$ cat config.mk
export PLATFORM = sky130hd
export DESIGN_NAME = instr_encoder
export DESIGN_NICKNAME = d
export VERILOG_FILES = /design/src/rtl/instr_encoder.sv
export SDC_FILE = /design/constraint.sdc
export NUM_CORES = 1
export LEC_CHECK = 0
export ABC_CLOCK_PERIOD_IN_PS = 3000
export BUFFER_PORTS_ARGS = -buffer_cell sky130_fd_sc_hd__buf_4
export CORE_ASPECT_RATIO = 1.4
export CORE_MARGIN = 10
export CORE_UTILIZATION = 55
export DETAILED_ROUTE_END_ITERATION = 8
export PLACE_DENSITY = 0.88
export SYNTH_ARGS = -nofsm -noshare
export SYNTH_HDL_FRONTEND = slang
export SYNTH_SLANG_ARGS = --single-unit
$ cat constraint.sdc
create_clock -name clk -period 3 [get_ports clk]
set_input_delay 0.15 -clock clk [delete_from_list [all_inputs] [get_ports clk]]
set_output_delay 0.15 -clock clk [all_outputs]
set_load 0.005 [all_outputs]
$ cat src/rtl/instr_encoder.sv
// RV32I instruction encoder: turns decoded instruction requests into 32-bit words
// and writes them sequentially into instruction memory, finishing with a terminator.
module instr_encoder #(
  parameter int unsigned ADDR_W    = 10,
  parameter int unsigned DEPTH     = 1024,
  parameter int unsigned BASE_ADDR = 0
) (
  input  logic              clk,
  input  logic              rst,
  input  logic              in_valid,
  output logic              in_ready,
  input  logic [3:0]        in_kind,
  input  logic [4:0]        in_rd,
  input  logic [4:0]        in_rs1,
  input  logic [4:0]        in_rs2,
  input  logic [2:0]        in_func3,
  input  logic              in_func7_5,
  input  logic [31:0]       in_imm,
  output logic              mem_we,
  input  logic              mem_ack,
  output logic [ADDR_W-1:0] mem_addr,
  output logic [31:0]       mem_wdata,
  output logic [ADDR_W:0]   count,
  output logic              err,
  output logic [1:0]        err_code,
  output logic              done
);

  localparam int unsigned CNT_W = ADDR_W + 1;

  localparam logic [1:0] S_IDLE  = 2'd0;
  localparam logic [1:0] S_CHECK = 2'd1;
  localparam logic [1:0] S_WRITE = 2'd2;
  localparam logic [1:0] S_DONE  = 2'd3;

  localparam logic [3:0] K_LW   = 4'd0;
  localparam logic [3:0] K_SW   = 4'd1;
  localparam logic [3:0] K_R    = 4'd2;
  localparam logic [3:0] K_B    = 4'd3;
  localparam logic [3:0] K_I    = 4'd4;
  localparam logic [3:0] K_JAL  = 4'd5;
  localparam logic [3:0] K_JALR = 4'd6;
  localparam logic [3:0] K_LUI  = 4'd7;
  localparam logic [3:0] K_END  = 4'd8;

  localparam logic [1:0] E_NONE = 2'd0;
  localparam logic [1:0] E_IMM  = 2'd1;
  localparam logic [1:0] E_FULL = 2'd2;
  localparam logic [1:0] E_KIND = 2'd3;

  localparam logic [CNT_W-1:0]  CNT_LAST  = CNT_W'(DEPTH - 1);
  localparam logic [CNT_W-1:0]  CNT_FULL  = CNT_W'(DEPTH);
  localparam logic [ADDR_W-1:0] ADDR_BASE = ADDR_W'(BASE_ADDR);

  typedef struct packed {
    logic [3:0]  kind;
    logic [4:0]  rd;
    logic [4:0]  rs1;
    logic [4:0]  rs2;
    logic [2:0]  f3;
    logic        f75;
    logic [31:0] imm;
  } req_t;

  logic [1:0]        state_q, state_d;
  req_t              req_q, req_d;
  logic              in_ready_q, in_ready_d;
  logic              mem_we_q, mem_we_d;
  logic [ADDR_W-1:0] mem_addr_q, mem_addr_d;
  logic [31:0]       mem_wdata_q, mem_wdata_d;
  logic [CNT_W-1:0]  count_q, count_d;
  logic              err_q, err_d;
  logic [1:0]        err_code_q, err_code_d;
  logic              done_q, done_d;

  logic [31:0]        word_c;
  logic               imm_ok_c;
  logic [1:0]         code_c;
  logic signed [31:0] imm_s;
  logic               fits12_c;

  assign imm_s    = $signed(req_q.imm);
  assign fits12_c = (imm_s >= -32'sd2048) && (imm_s <= 32'sd2047);

  // Field packing and immediate range check for the captured request
  always_comb begin
    word_c   = '0;
    imm_ok_c = 1'b1;
    case (req_q.kind)
      K_LW: begin
        word_c   = {req_q.imm[11:0], req_q.rs1, 3'b010, req_q.rd, 7'b0000011};
        imm_ok_c = fits12_c;
      end
      K_SW: begin
        word_c   = {req_q.imm[11:5], req_q.rs2, req_q.rs1, 3'b010, req_q.imm[4:0], 7'b0100011};
        imm_ok_c = fits12_c;
      end
      K_R: word_c = {1'b0, req_q.f75, 5'b00000, req_q.rs2, req_q.rs1, req_q.f3, req_q.rd, 7'b0110011};
      K_B: begin
        word_c   = {req_q.imm[12], req_q.imm[10:5], req_q.rs2, req_q.rs1, req_q.f3,
                    req_q.imm[4:1], req_q.imm[11], 7'b1100011};
        imm_ok_c = (imm_s >= -32'sd4096) && (imm_s <= 32'sd4094) && !req_q.imm[0];
      end
      K_I: begin
        word_c   = {req_q.imm[11:0], req_q.rs1, req_q.f3, req_q.rd, 7'b0010011};
        imm_ok_c = fits12_c;
      end
      K_JAL: begin
        word_c   = {req_q.imm[20], req_q.imm[10:1], req_q.imm[11], req_q.imm[19:12], req_q.rd, 7'b1101111};
        imm_ok_c = (imm_s >= -32'sd1048576) && (imm_s <= 32'sd1048574) && !req_q.imm[0];
      end
      K_JALR: begin
        word_c   = {req_q.imm[11:0], req_q.rs1, 3'b000, req_q.rd, 7'b1100111};
        imm_ok_c = fits12_c;
      end
      K_LUI: begin
        word_c   = {req_q.imm[31:12], req_q.rd, 7'b0110111};
        imm_ok_c = (req_q.imm[11:0] == 12'd0);
      end
      K_END:   word_c = 32'hFFFF_FFFF;
      default: word_c = '0;
    endcase
  end

  // Rejection priority: illegal kind, then full, then immediate range
  always_comb begin
    code_c = E_NONE;
    if (req_q.kind > K_END)                           code_c = E_KIND;
    else if (req_q.kind == K_END && count_q == CNT_FULL) code_c = E_FULL;
    else if (req_q.kind != K_END && count_q == CNT_LAST) code_c = E_FULL;
    else if (!imm_ok_c)                               code_c = E_IMM;
  end

  always_comb begin
    state_d     = state_q;
    req_d       = req_q;
    mem_addr_d  = mem_addr_q;
    mem_wdata_d = mem_wdata_q;
    count_d     = count_q;
    err_d       = 1'b0;
    err_code_d  = E_NONE;
    done_d      = done_q;
    case (state_q)
      S_IDLE: begin
        if (in_valid && in_ready_q) begin
          req_d   = '{kind: in_kind, rd: in_rd, rs1: in_rs1, rs2: in_rs2,
                      f3: in_func3, f75: in_func7_5, imm: in_imm};
          state_d = S_CHECK;
        end
      end
      S_CHECK: begin
        if (code_c != E_NONE) begin
          err_d      = 1'b1;
          err_code_d = code_c;
          if (req_q.kind == K_END && code_c == E_FULL) begin
            done_d  = 1'b1;
            state_d = S_DONE;
          end else begin
            state_d = S_IDLE;
          end
        end else begin
          mem_wdata_d = word_c;
          state_d     = S_WRITE;
        end
      end
      S_WRITE: begin
        if (mem_ack) begin
          mem_addr_d = mem_addr_q + ADDR_W'(1);
          count_d    = count_q + CNT_W'(1);
          if (req_q.kind == K_END) begin
            done_d  = 1'b1;
            state_d = S_DONE;
          end else begin
            state_d = S_IDLE;
          end
        end
      end
      default: state_d = S_DONE;
    endcase
    in_ready_d = (state_d == S_IDLE);
    mem_we_d   = (state_d == S_WRITE);
  end

  always_ff @(posedge clk or negedge rst) begin
    if (!rst) begin
      state_q     <= S_IDLE;
      req_q       <= '0;
      in_ready_q  <= 1'b1;
      mem_we_q    <= 1'b0;
      mem_addr_q  <= ADDR_BASE;
      mem_wdata_q <= '0;
      count_q     <= '0;
      err_q       <= 1'b0;
      err_code_q  <= E_NONE;
      done_q      <= 1'b0;
    end else begin
      state_q     <= state_d;
      req_q       <= req_d;
      in_ready_q  <= in_ready_d;
      mem_we_q    <= mem_we_d;
      mem_addr_q  <= mem_addr_d;
      mem_wdata_q <= mem_wdata_d;
      count_q     <= count_d;
      err_q       <= err_d;
      err_code_q  <= err_code_d;
      done_q      <= done_d;
    end
  end

  assign in_ready  = in_ready_q;
  assign mem_we    = mem_we_q;
  assign mem_addr  = mem_addr_q;
  assign mem_wdata = mem_wdata_q;
  assign count     = count_q;
  assign err       = err_q;
  assign err_code  = err_code_q;
  assign done      = done_q;

endmodule

== Word level (Yosys, flattened, before mapping) ==
Cells that the tools add are included.
W data, S select, Z words.

* Word-level logic and storage cells: 87
* Output and inout port bits: 59
* Register bits: 116
* Bits of input ports: 59

* Add/subtract/negate cells: 2
* Bitwise operators: 1
* Reductions and logical operators: 21
* Order comparisons: 7
* Eq/ne operators: 19
* Muxes and demuxes: 21

{| class="wikitable"
|+ Operators with widths
! operator !! number
|-
| $pmux W32 S9 || 1
|-
| $ge A32 B12 Y1 const B || 1
|-
| $ge A32 B13 Y1 const B || 1
|-
| $ge A32 B21 Y1 const B || 1
|-
| $le A32 B12 Y1 const B || 1
|-
| $le A32 B13 Y1 const B || 1
|-
| $le A32 B21 Y1 const B || 1
|-
| $mux W2 || 10
|-
| $eq A4 B3 Y1 const B || 4
|-
| $logic_not A12 Y1 || 1
|-
| $add A11 B1 Y11 const B || 1
|-
| $eq A11 B10 Y1 const B || 1
|-
| $eq A11 B11 Y1 const B || 1
|-
| $add A10 B1 Y10 const B || 1
|-
| $logic_and A1 B1 Y1 || 9
|-
| $eq A4 B2 Y1 const B || 2
|-
| $ne A2 B2 Y1 const B || 4
|-
| $mux W1 || 7
|-
| $eq A2 B2 Y1 const B || 3
|-
| $pmux W2 S3 || 1
|-
| $reduce_and A2 Y1 || 3
|-
| $reduce_and A5 Y1 || 1
|-
| $eq A4 B1 Y1 const B || 1
|-
| $eq A4 B4 Y1 const B || 1
|-
| other kinds (11) || 13
|}

== Longest topological paths before layout ==
Gate-level depths: netlist (run 1).

* Depth after elaboration: 14
* Mapped depth: 10
* Depth with buffers taken out: 8

== Worst setup path after synthesis (run 1) ==
No wires, ideal clock.

* Kind: flip-flop to flip-flop
* Start: register count_q[0] (netlist: count[0])
* End: register mem_wdata_q[10] (netlist: mem_wdata[10])
* Slack: 802 ps
* Required time: 2875 ps
* Stages on the path, launching flop included: 9
* Period minus slack after synthesis: 2198 ps
* Data arrival time: 2073 ps
* Setup time: 125 ps
* Buffers on the path: 1
* Cell sequence: dfrtp_1 > ha_1 > nand4b_1 > nor3_1 > or4_4 > nor3b_4 > nor2_4 > buf_6 > mux2_4

* Word-level cells in the longest chain between the ends: 8
* Elaborated cells on any way between the ends: 10
* Classes of those cells: eq/ne: 2; mux: 3; bitwise: 1; reduce/logical: 4

{| class="wikitable"
|+ Ends and longest elaborated chain
! element !! line !! RTL
|-
| start, declared || 71 || <nowiki>logic [CNT_W-1:0] count_q, count_d;</nowiki>
|-
| start signal, assigned || 203 || <nowiki>count_q <= count_d;</nowiki>
|-
| $eq A11 B10 Y1 || 130 || <nowiki>else if (req_q.kind != K_END && count_q == CNT_LAST) code_c = E_FULL;</nowiki>
|-
| $logic_and A1 B1 Y1 || 130 ||
|-
| $mux W2 || 130 ||
|-
| $mux W2 * || 129 || <nowiki>else if (req_q.kind == K_END && count_q == CNT_FULL) code_c = E_FULL;</nowiki>
|-
| $mux W2 * || 128 || <nowiki>if (req_q.kind > K_END) code_c = E_KIND;</nowiki>
|-
| $reduce_bool A2 Y1 * || 152 || <nowiki>if (code_c != E_NONE) begin</nowiki>
|-
| $not A1 Y1 (no line) * || - ||
|-
| $reduce_and A2 Y1 (no line) * || - ||
|-
| end signal, assigned || 202 || <nowiki>mem_wdata_q <= mem_wdata_d;</nowiki>
|-
| end, declared || 70 || <nowiki>logic [31:0] mem_wdata_q, mem_wdata_d;</nowiki>
|}

Every way passes the cells marked *; elsewhere a longest branch is shown, timed or not.
A chain may end at the register's enable or synchronous reset.

== Final worst setup path (run 1) ==
* Start: register req_q[52] (netlist bit)
* End: register mem_wdata_q[20] (netlist: mem_wdata[20])

* Word-level cells in the longest chain between the ends: 10
* Elaborated cells on any way between the ends: 23
* Classes of those cells: order compare: 1; eq/ne: 9; mux: 6; bitwise: 1; reduce/logical: 6

{| class="wikitable"
|+ Ends and longest elaborated chain
! element !! line !! RTL
|-
| start, declared || 66 || <nowiki>req_t req_q, req_d;</nowiki>
|-
| start signal, assigned || 198 || <nowiki>req_q <= req_d;</nowiki>
|-
| $eq A4 B3 Y1 (tied with other cells) || 89 || <nowiki>case (req_q.kind)</nowiki>
|-
| $reduce_or A4 Y1 (no line) || - ||
|-
| $pmux W1 S4 || 89 ||
|-
| $mux W1 || 131 || <nowiki>else if (!imm_ok_c) code_c = E_IMM;</nowiki>
|-
| $mux W2 || 130 ||
|-
| $mux W2 || 129 ||
|-
| $mux W2 || 128 ||
|-
| $reduce_bool A2 Y1 || 152 ||
|-
| $not A1 Y1 (no line) || - ||
|-
| $reduce_and A2 Y1 (no line) || - ||
|}

Several ways; a longest one is shown, not always the timed one.

==> results of run 1 <==
## logic make-up after synthesis
group           after synthesis
flops                       115
fa+ha+maj                     3
xor+xnor                     19
mux                          83
simple gates                148
buf+inv                      40
compound gates               92
## area by class of cell
type	count	area (um2)
Clock inverter	13	160
Fill cell	559	2180
Antenna cell	1	2.50
Timing Repair Buffer	183	1520
Clock buffer	19	443
Tap cell	135	169
Inverter	11	41.3
Sequential cell	115	2880
Multi-Input combinational cell	345	2550
## worst paths after layout
kind	start	end	slack, ns	depth (start not counted)
max in group asynchronous	rst	count[4]	1.68	3
worst min-delay path	in_imm[26]	imm_s[26]	0.03	2
worst max-delay path	req_q[52]	mem_wdata[20]	0.31	8
worst max register to register	req_q[52]	mem_wdata[20]	0.31	8
min in group asynchronous	rst	err	0.45	2
worst min register to register	mem_addr[9]	mem_addr[9]	0.49	1
## sequential cells by signal, summed over array words and instances, names as in the netlist
| name | count |
|---|---|
| count | 11 |
| mem_addr | 10 |
| err_code | 2 |
| err | 1 |
| mem_wdata | 31 |
| done | 1 |
| imm_s | 32 |
| state_q | 2 |
| in_ready | 1 |
| mem_we | 1 |
| req_q | 23 |
## per-layer routing
layer | wire (um) | vias up | share of wire [%] | track usage (%)
li1 | - | 2129 | - | -
met1 | 6050 | 2384 | 37 | 24.6
met2 | 8520 | 264 | 52 | 38.3
met3 | 1090 | 67 | 6.7 | 5.91
met4 | 700 | 0 | 4.3 | 12.6
met5 | 0 | - | 0 | 0
## cells in the final DEF (no fill, tap or decap), drive strengths merged, types with 4 or more instances in the layout
master       Yosys  final
o22ai           13     13
clkinvlp         0      5
nor2b           13     13
buf              8    128
clkinv           1      6
dfrtp          114    114
xnor2           16     16
nor2            21     21
nor4             8      8
nor3b            7      7
a22oi            7      7
o21ai           35     35
a21oi           28     28
nand3            7      7
clkbuf          21     19
dlygate4sd3      0     55
nand2b           4      4
inv             10     10
nor3             9      9
mux2            79     79
nand2           48     48
nand4           16     16
mux2i            4      4
## stage by stage
stage	cells	hold WS (ns)	total power, W	utilization [%]
after floorplan	500	-0.146	0.00158	-
after global placement	734	0.358	0.00167	66.4
after detailed placement	734	0.367	0.00167	66.4
after CTS	821	0.00689	0.00377	78.0
after global routing	822	0.0229	0.00386	78.1
final	822	0.0333	0.00376	78.1
## power by group through the flow
stage | registers (W) | logic (W) | clock network (W)
finish | 0.00155 | 0.000152 | 0.00206
CTS | 0.00155 | 0.000151 | 0.00207
global route | 0.00155 | 0.000165 | 0.00214
global placement | 0.00158 | 0.0000911 | 0
floorplan | 0.00158 | 0.00000129 | 0
detailed placement | 0.00158 | 0.0000932 | 0
## critical path, delay by kind of cell (launching register included)
family | cells | cell delay, ns
AO/OA/AOI/OAI | 1 | 0.38
flip-flops | 1 | 0.65
buffers and inverters | 1 | 0.25
AND/OR/NAND/NOR | 5 | 0.88
multiplexers | 1 | 0.39
==> reports/results.txt, run 1 <==
combinational family with the most area after synthesis -> multiplexers
Placed Instance Area -> 0.00661 mm2
Clock Skews -> 0.0158 ns
CTS tree -> built
wirelength, routed -> 16.4 mm
DRC violations left -> 0
leading area contributor after synthesis -> dfrtp_1
power per standard cell area -> 484 mW/mm2
Placer Congestion -> 0.978
Design Area, Final -> 0.00777 mm2
die area -> 0.0147 mm2
Vias/cell -> 5.89
vias in the first global route -> 5200
clk buf depth -> 2
Pleak -> 3.72 nW
Critical Path AT -> 2.98 ns
Detail Route Antenna Nets -> 0
Syn Inst Count -> 500
max-slew violations -> 0
Core ar. -> 0.00995 mm2
Worst Max-Slew Pin Slew -> 1.02 ns
XOR/XNOR Fraction of Synth Area -> 2.97%
Post-synth EDFFs -> 0
peak supply drop -> 0.000398 V
CTS Buf Count -> 17
Main synth FF type -> dfrtp_1
CP max-delay cell -> dfrtp_1
Synth Register Bits -> 115
post-CTS setup buffers -> 0
ratio of cells with drive above 1 in the final layout -> 35.9%
kind of critical path -> register to register
Synth Area in Compound Gates -> 9.33%
fmax -> 0.371 GHz
number of I/O pins -> 118
final setup fails -> 0
YS warnings -> 0
Synth Area per Inst -> 11.2 um2
RSZ-0062 raised after global routing -> no
Reg clk slew, reported paths -> 0.06 ns
register area share after synthesis -> 51.4%
initial antenna violation count -> 1
pre-CTS setup slack -> 0.415 ns
DRT iter0 DRCs -> 586
post-layout net count -> 735
All-Layer GR Usage -> 22.5%
Die Ht -> 139 um
setup TNS -> 0 ns
Psw -> 0.000790 W
Max stage delay on crit path -> 0.65 ns
switch share -> 21.0%
Netlist cell types -> 47
top cells by count, synth -> dfrtp_1 (114), mux2_2 (50), nand2_1 (48)
Die W -> 105 um
FFs w/ async S/R, synth -> 100%
Synth Area in Simple Gates -> 13.9%
final hold vios -> 0
router iterations before antenna repair -> 6
area share of fa/ha/maj cells after synthesis -> 0.669%
Clock power frac -> 54.7%
routed via count -> 4844
Comb power frac -> 4.0%
largest driver fanout on the critical path -> 31
mapped cell area -> 0.00561 mm2
Layout area overhead -> 38.6%
Syn Nets -> 562
Yosys top cell area share -> 50.9%
worst min path class -> input port to register
CP Capture Type -> register
Int Pwr -> 0.00297 W
Skew-Pair Late Insertion Delay -> 0.42 ns
fin worst setup slack -> 0.306 ns
period utilization -> 89.8%
IO Port Bufs -> 117
maxcap violations -> 0
# hold bufs at CTS -> 55
top-count cell post-synth -> dfrtp_1
Post-DP HPWL -> 10.8 mm
H-tree depth -> 4
Root Driver -> clkbuf_16
Sinks on Clock Net -> 115
worst rel slew slack -> 31.7%
Data required, critical path -> 3.29 ns
first-pass GRT wire length -> 26.9 mm
dominant cells by area after synthesis -> dfrtp_1 (51%), mux2_2 (10%), mux2_4 (7.8%)
status -> finished, final reports clean
WL/cell -> 19.9 um
# resized after CTS -> 0
minimum clock period -> 2.69 ns
Initial Util -> 56.3%
aggregate global routing overflow -> 0
cells along the critical path -> nand2_1, nor3_1, nand4_1, a311o_1, nor3b_4, nor2_4, buf_12, mux2_2
post-synthesis mux area share -> 18.5%
CP startpoint kind -> register
row cnt -> 43
Sequential Power Share -> 41.3%
pin count of the biggest net entering global routing -> 84
Note: power is estimated with default switching activity, not from simulation.
==> run 2, diff against run 1 <==
Settings changed: BUFFER_PORTS_ARGS -buffer_cell sky130_fd_sc_hd__buf_4 to default, CORE_UTILIZATION 55 to 60, DONT_BUFFER_PORTS from default to 1, PLACE_DENSITY 0.88 to 0.84.
==> reports/results.txt, run 2 (synthesis results as in run 1) <==
DRC violations left -> 0 (unchanged)
Psw -> 0.000738 W (-6.7%)
Die Ht -> 134 um (-3.6%)
power per standard cell area -> 531 mW/mm2 (+9.6%)
Skew-Pair Late Insertion Delay -> 0.42 ns (about the same)
Sinks on Clock Net -> 115 (unchanged)
final hold vios -> 0 (unchanged)
Initial Util -> 61.7% (+5.4 points)
fmax -> 0.374 GHz (+0.78%)
switch share -> 20.2% (-0.78 points)
Reg2Reg Depth -> 8 (unchanged)
Root Driver -> clkbuf_16
ratio of cells with drive above 1 in the final layout -> 22.6% (-13 points)
H-tree depth -> 4 (unchanged)
setup TNS -> 0 ns (unchanged)
Pleak -> 3.14 nW (-16%)
wirelength, routed -> 15.7 mm (-4.1%)
pin count of the biggest net entering global routing -> 116 (+38%)
FF-to-FF Start -> req_q[53]
Core ar. -> 0.00908 mm2 (-8.8%)
row cnt -> 41 (-4.7%)
minimum clock period -> 2.67 ns (-0.0208 ns)
Worst Max-Slew Pin Slew -> 0.775 ns (-0.250 ns)
Clock Skews -> 0.00981 ns (-0.00600 ns)
worst rel slew slack -> 48.0% (+16 points)
WL/cell -> 23.1 um (+16%)
period utilization -> 89.1% (-0.69 points)
r2r setup slk -> 0.33 ns (+0.02 ns)
die area -> 0.0137 mm2 (-7.0%)
Layout area overhead -> 22.5%
clk buf depth -> 2 (unchanged)
Clock power frac -> 54.8% (about the same)
CTS Buf Count -> 17 (unchanged)
worst hold stages -> 5 (+3)
kind of critical path -> register to register
# resized after CTS -> 0 (unchanged)
layout filler cell count -> 532 (-4.8%)
peak supply drop -> 0.000491 V (+24%)
HP Start -> mem_ack
vias in the first global route -> 4547 (-13%)
All-Layer GR Usage -> 23.7% (+1.2 points)
largest driver fanout on the critical path -> 27 (-13%)
router iterations before antenna repair -> 6 (unchanged)
worst min path class -> input port to register
aggregate global routing overflow -> 0 (unchanged)
initial antenna violation count -> 1 (unchanged)
Post-DP HPWL -> 10.1 mm (-6.1%)
Die W -> 102 um (-3.5%)
CP startpoint kind -> register
first-pass GRT wire length -> 25.0 mm (-6.9%)
Comb power frac -> 2.6% (-1.4 points)
CP Capture Type -> register
IO Port Bufs -> 0 (-100%)
Data required, critical path -> 3.31 ns (+0.02 ns)
most common cell after layout, fill and taps aside -> dfrtp_1
DRT iter0 DRCs -> 470 (-20%)
max-slew violations -> 0 (unchanged)
Detail Route Antenna Nets -> 0 (unchanged)
Placer Congestion -> 0.929 (-4.9%)
post-layout net count -> 620 (-16%)
# hold bufs at CTS -> 57 (+3.6%)
Vias/cell -> 6.41 (+8.8%)
Final Total Pwr -> 0.00365 W (-3.1%)
RSZ-0062 raised after global routing -> no
FF-to-FF End -> mem_wdata[20]
post-CTS setup buffers -> 0 (unchanged)
routed via count -> 4355 (-10%)
CTS tree -> built
pre-CTS setup slack -> 0.373 ns (-0.0415 ns)
Hold EP -> in_ready
final setup fails -> 0 (unchanged)
Largest register FFs -> 32 (unchanged)
largest reg by FF count -> imm_s
status -> finished, final reports clean
most frequent cells in the layout -> dfrtp_1 (114), dlygate4sd3_1 (56), mux2_2 (50), nand2_1 (48), o21ai_0 (35)
number of I/O pins -> 118 (unchanged)
Reg clk slew, reported paths -> 0.06 ns (about the same)
Int Pwr -> 0.00291 W (-2.1%)
Critical Path AT -> 2.98 ns (about the same)
maxcap violations -> 0 (unchanged)
Sequential Power Share -> 42.6% (+1.3 points)
fin worst setup slack -> 0.326 ns (+0.0208 ns)
run 2: cell types whose count changed in the layout (fill, tap and decap cells not counted), moves of 2 or more:
| cell | change |
|---|---|
| buf_4 | -116 |
| clkinv_4 | -2 |
| clkinvlp_4 | -2 |
| clkbuf_8 | +3 |
run 2: worst max path at each step:
stage / startpoint / endpoint / slack [ns] / cells past startpoint
3_5_place_dp: req_q[53] / mem_wdata[20] / 0.37 / 8
4_1_cts: req_q[53] / mem_wdata[20] / 0.36 / 8
5_1_grt: req_q[53] / mem_wdata[20] / 0.22 / 8
2_1_floorplan: count[0] / mem_wdata[10] / 0.80 / 8
6_report: req_q[53] / mem_wdata[20] / 0.33 / 8
3_3_place_gp: req_q[53] / mem_wdata[20] / 0.47 / 8
run 2: power by group through the flow:
stage / logic (W) / registers, W / clock network [W]
3_3_place_gp: 0.00000133 / 0.00158 / 0
2_1_floorplan: 0.00000129 / 0.00158 / 0
4_1_cts: 0.0000954 / 0.00155 / 0.00200
6_report: 0.0000963 / 0.00155 / 0.00200
3_5_place_dp: 0.00000145 / 0.00158 / 0
5_1_grt: 0.000105 / 0.00155 / 0.00208
run 2: worst max-delay path, cell delays in order (launching register included):
cell and delay (ns):
dfrtp_1 0.46, buf_4 0.26, nor3_1 0.30, nand4_1 0.13, a311o_1 0.39, nor3b_4 0.18
nor2_4 0.11, buf_4 0.34, mux2_2 0.38
run 2: layer usage:
metal  vias to the layer above  share of wire (%)  track usage, %
met5                         -                  0               0
met4                         0                4.9            14.0
met3                        71                8.5            7.51
met2                       253                 52            39.6
met1                      2122                 35            25.4
li1                       1909                  -               -
run 2: layout make-up:
class | instances | area (um2) | area share, %
antenna | 1 | 2.50 | 0.0364
multi-input combinational | 345 | 2550 | 37.1
clock inverter | 9 | 103 | 1.49
tap | 107 | 134 | 1.95
sequential | 115 | 2880 | 41.9
timing repair buffer | 68 | 671 | 9.76
clock buffer | 23 | 488 | 7.10
inverter | 11 | 41.3 | 0.601
run 2: metrics by stage:
step                      cells  hold WS, ns  area (um2)  util [%]
after global placement      589       -0.140        5690      62.6
after CTS                   678        0.114        6870      75.6
after global routing        679        0.158        6870      75.7
after floorplan             500       -0.146        5610         -
final                       679        0.117        6870      75.7
after detailed placement    589       -0.140        5690      62.6
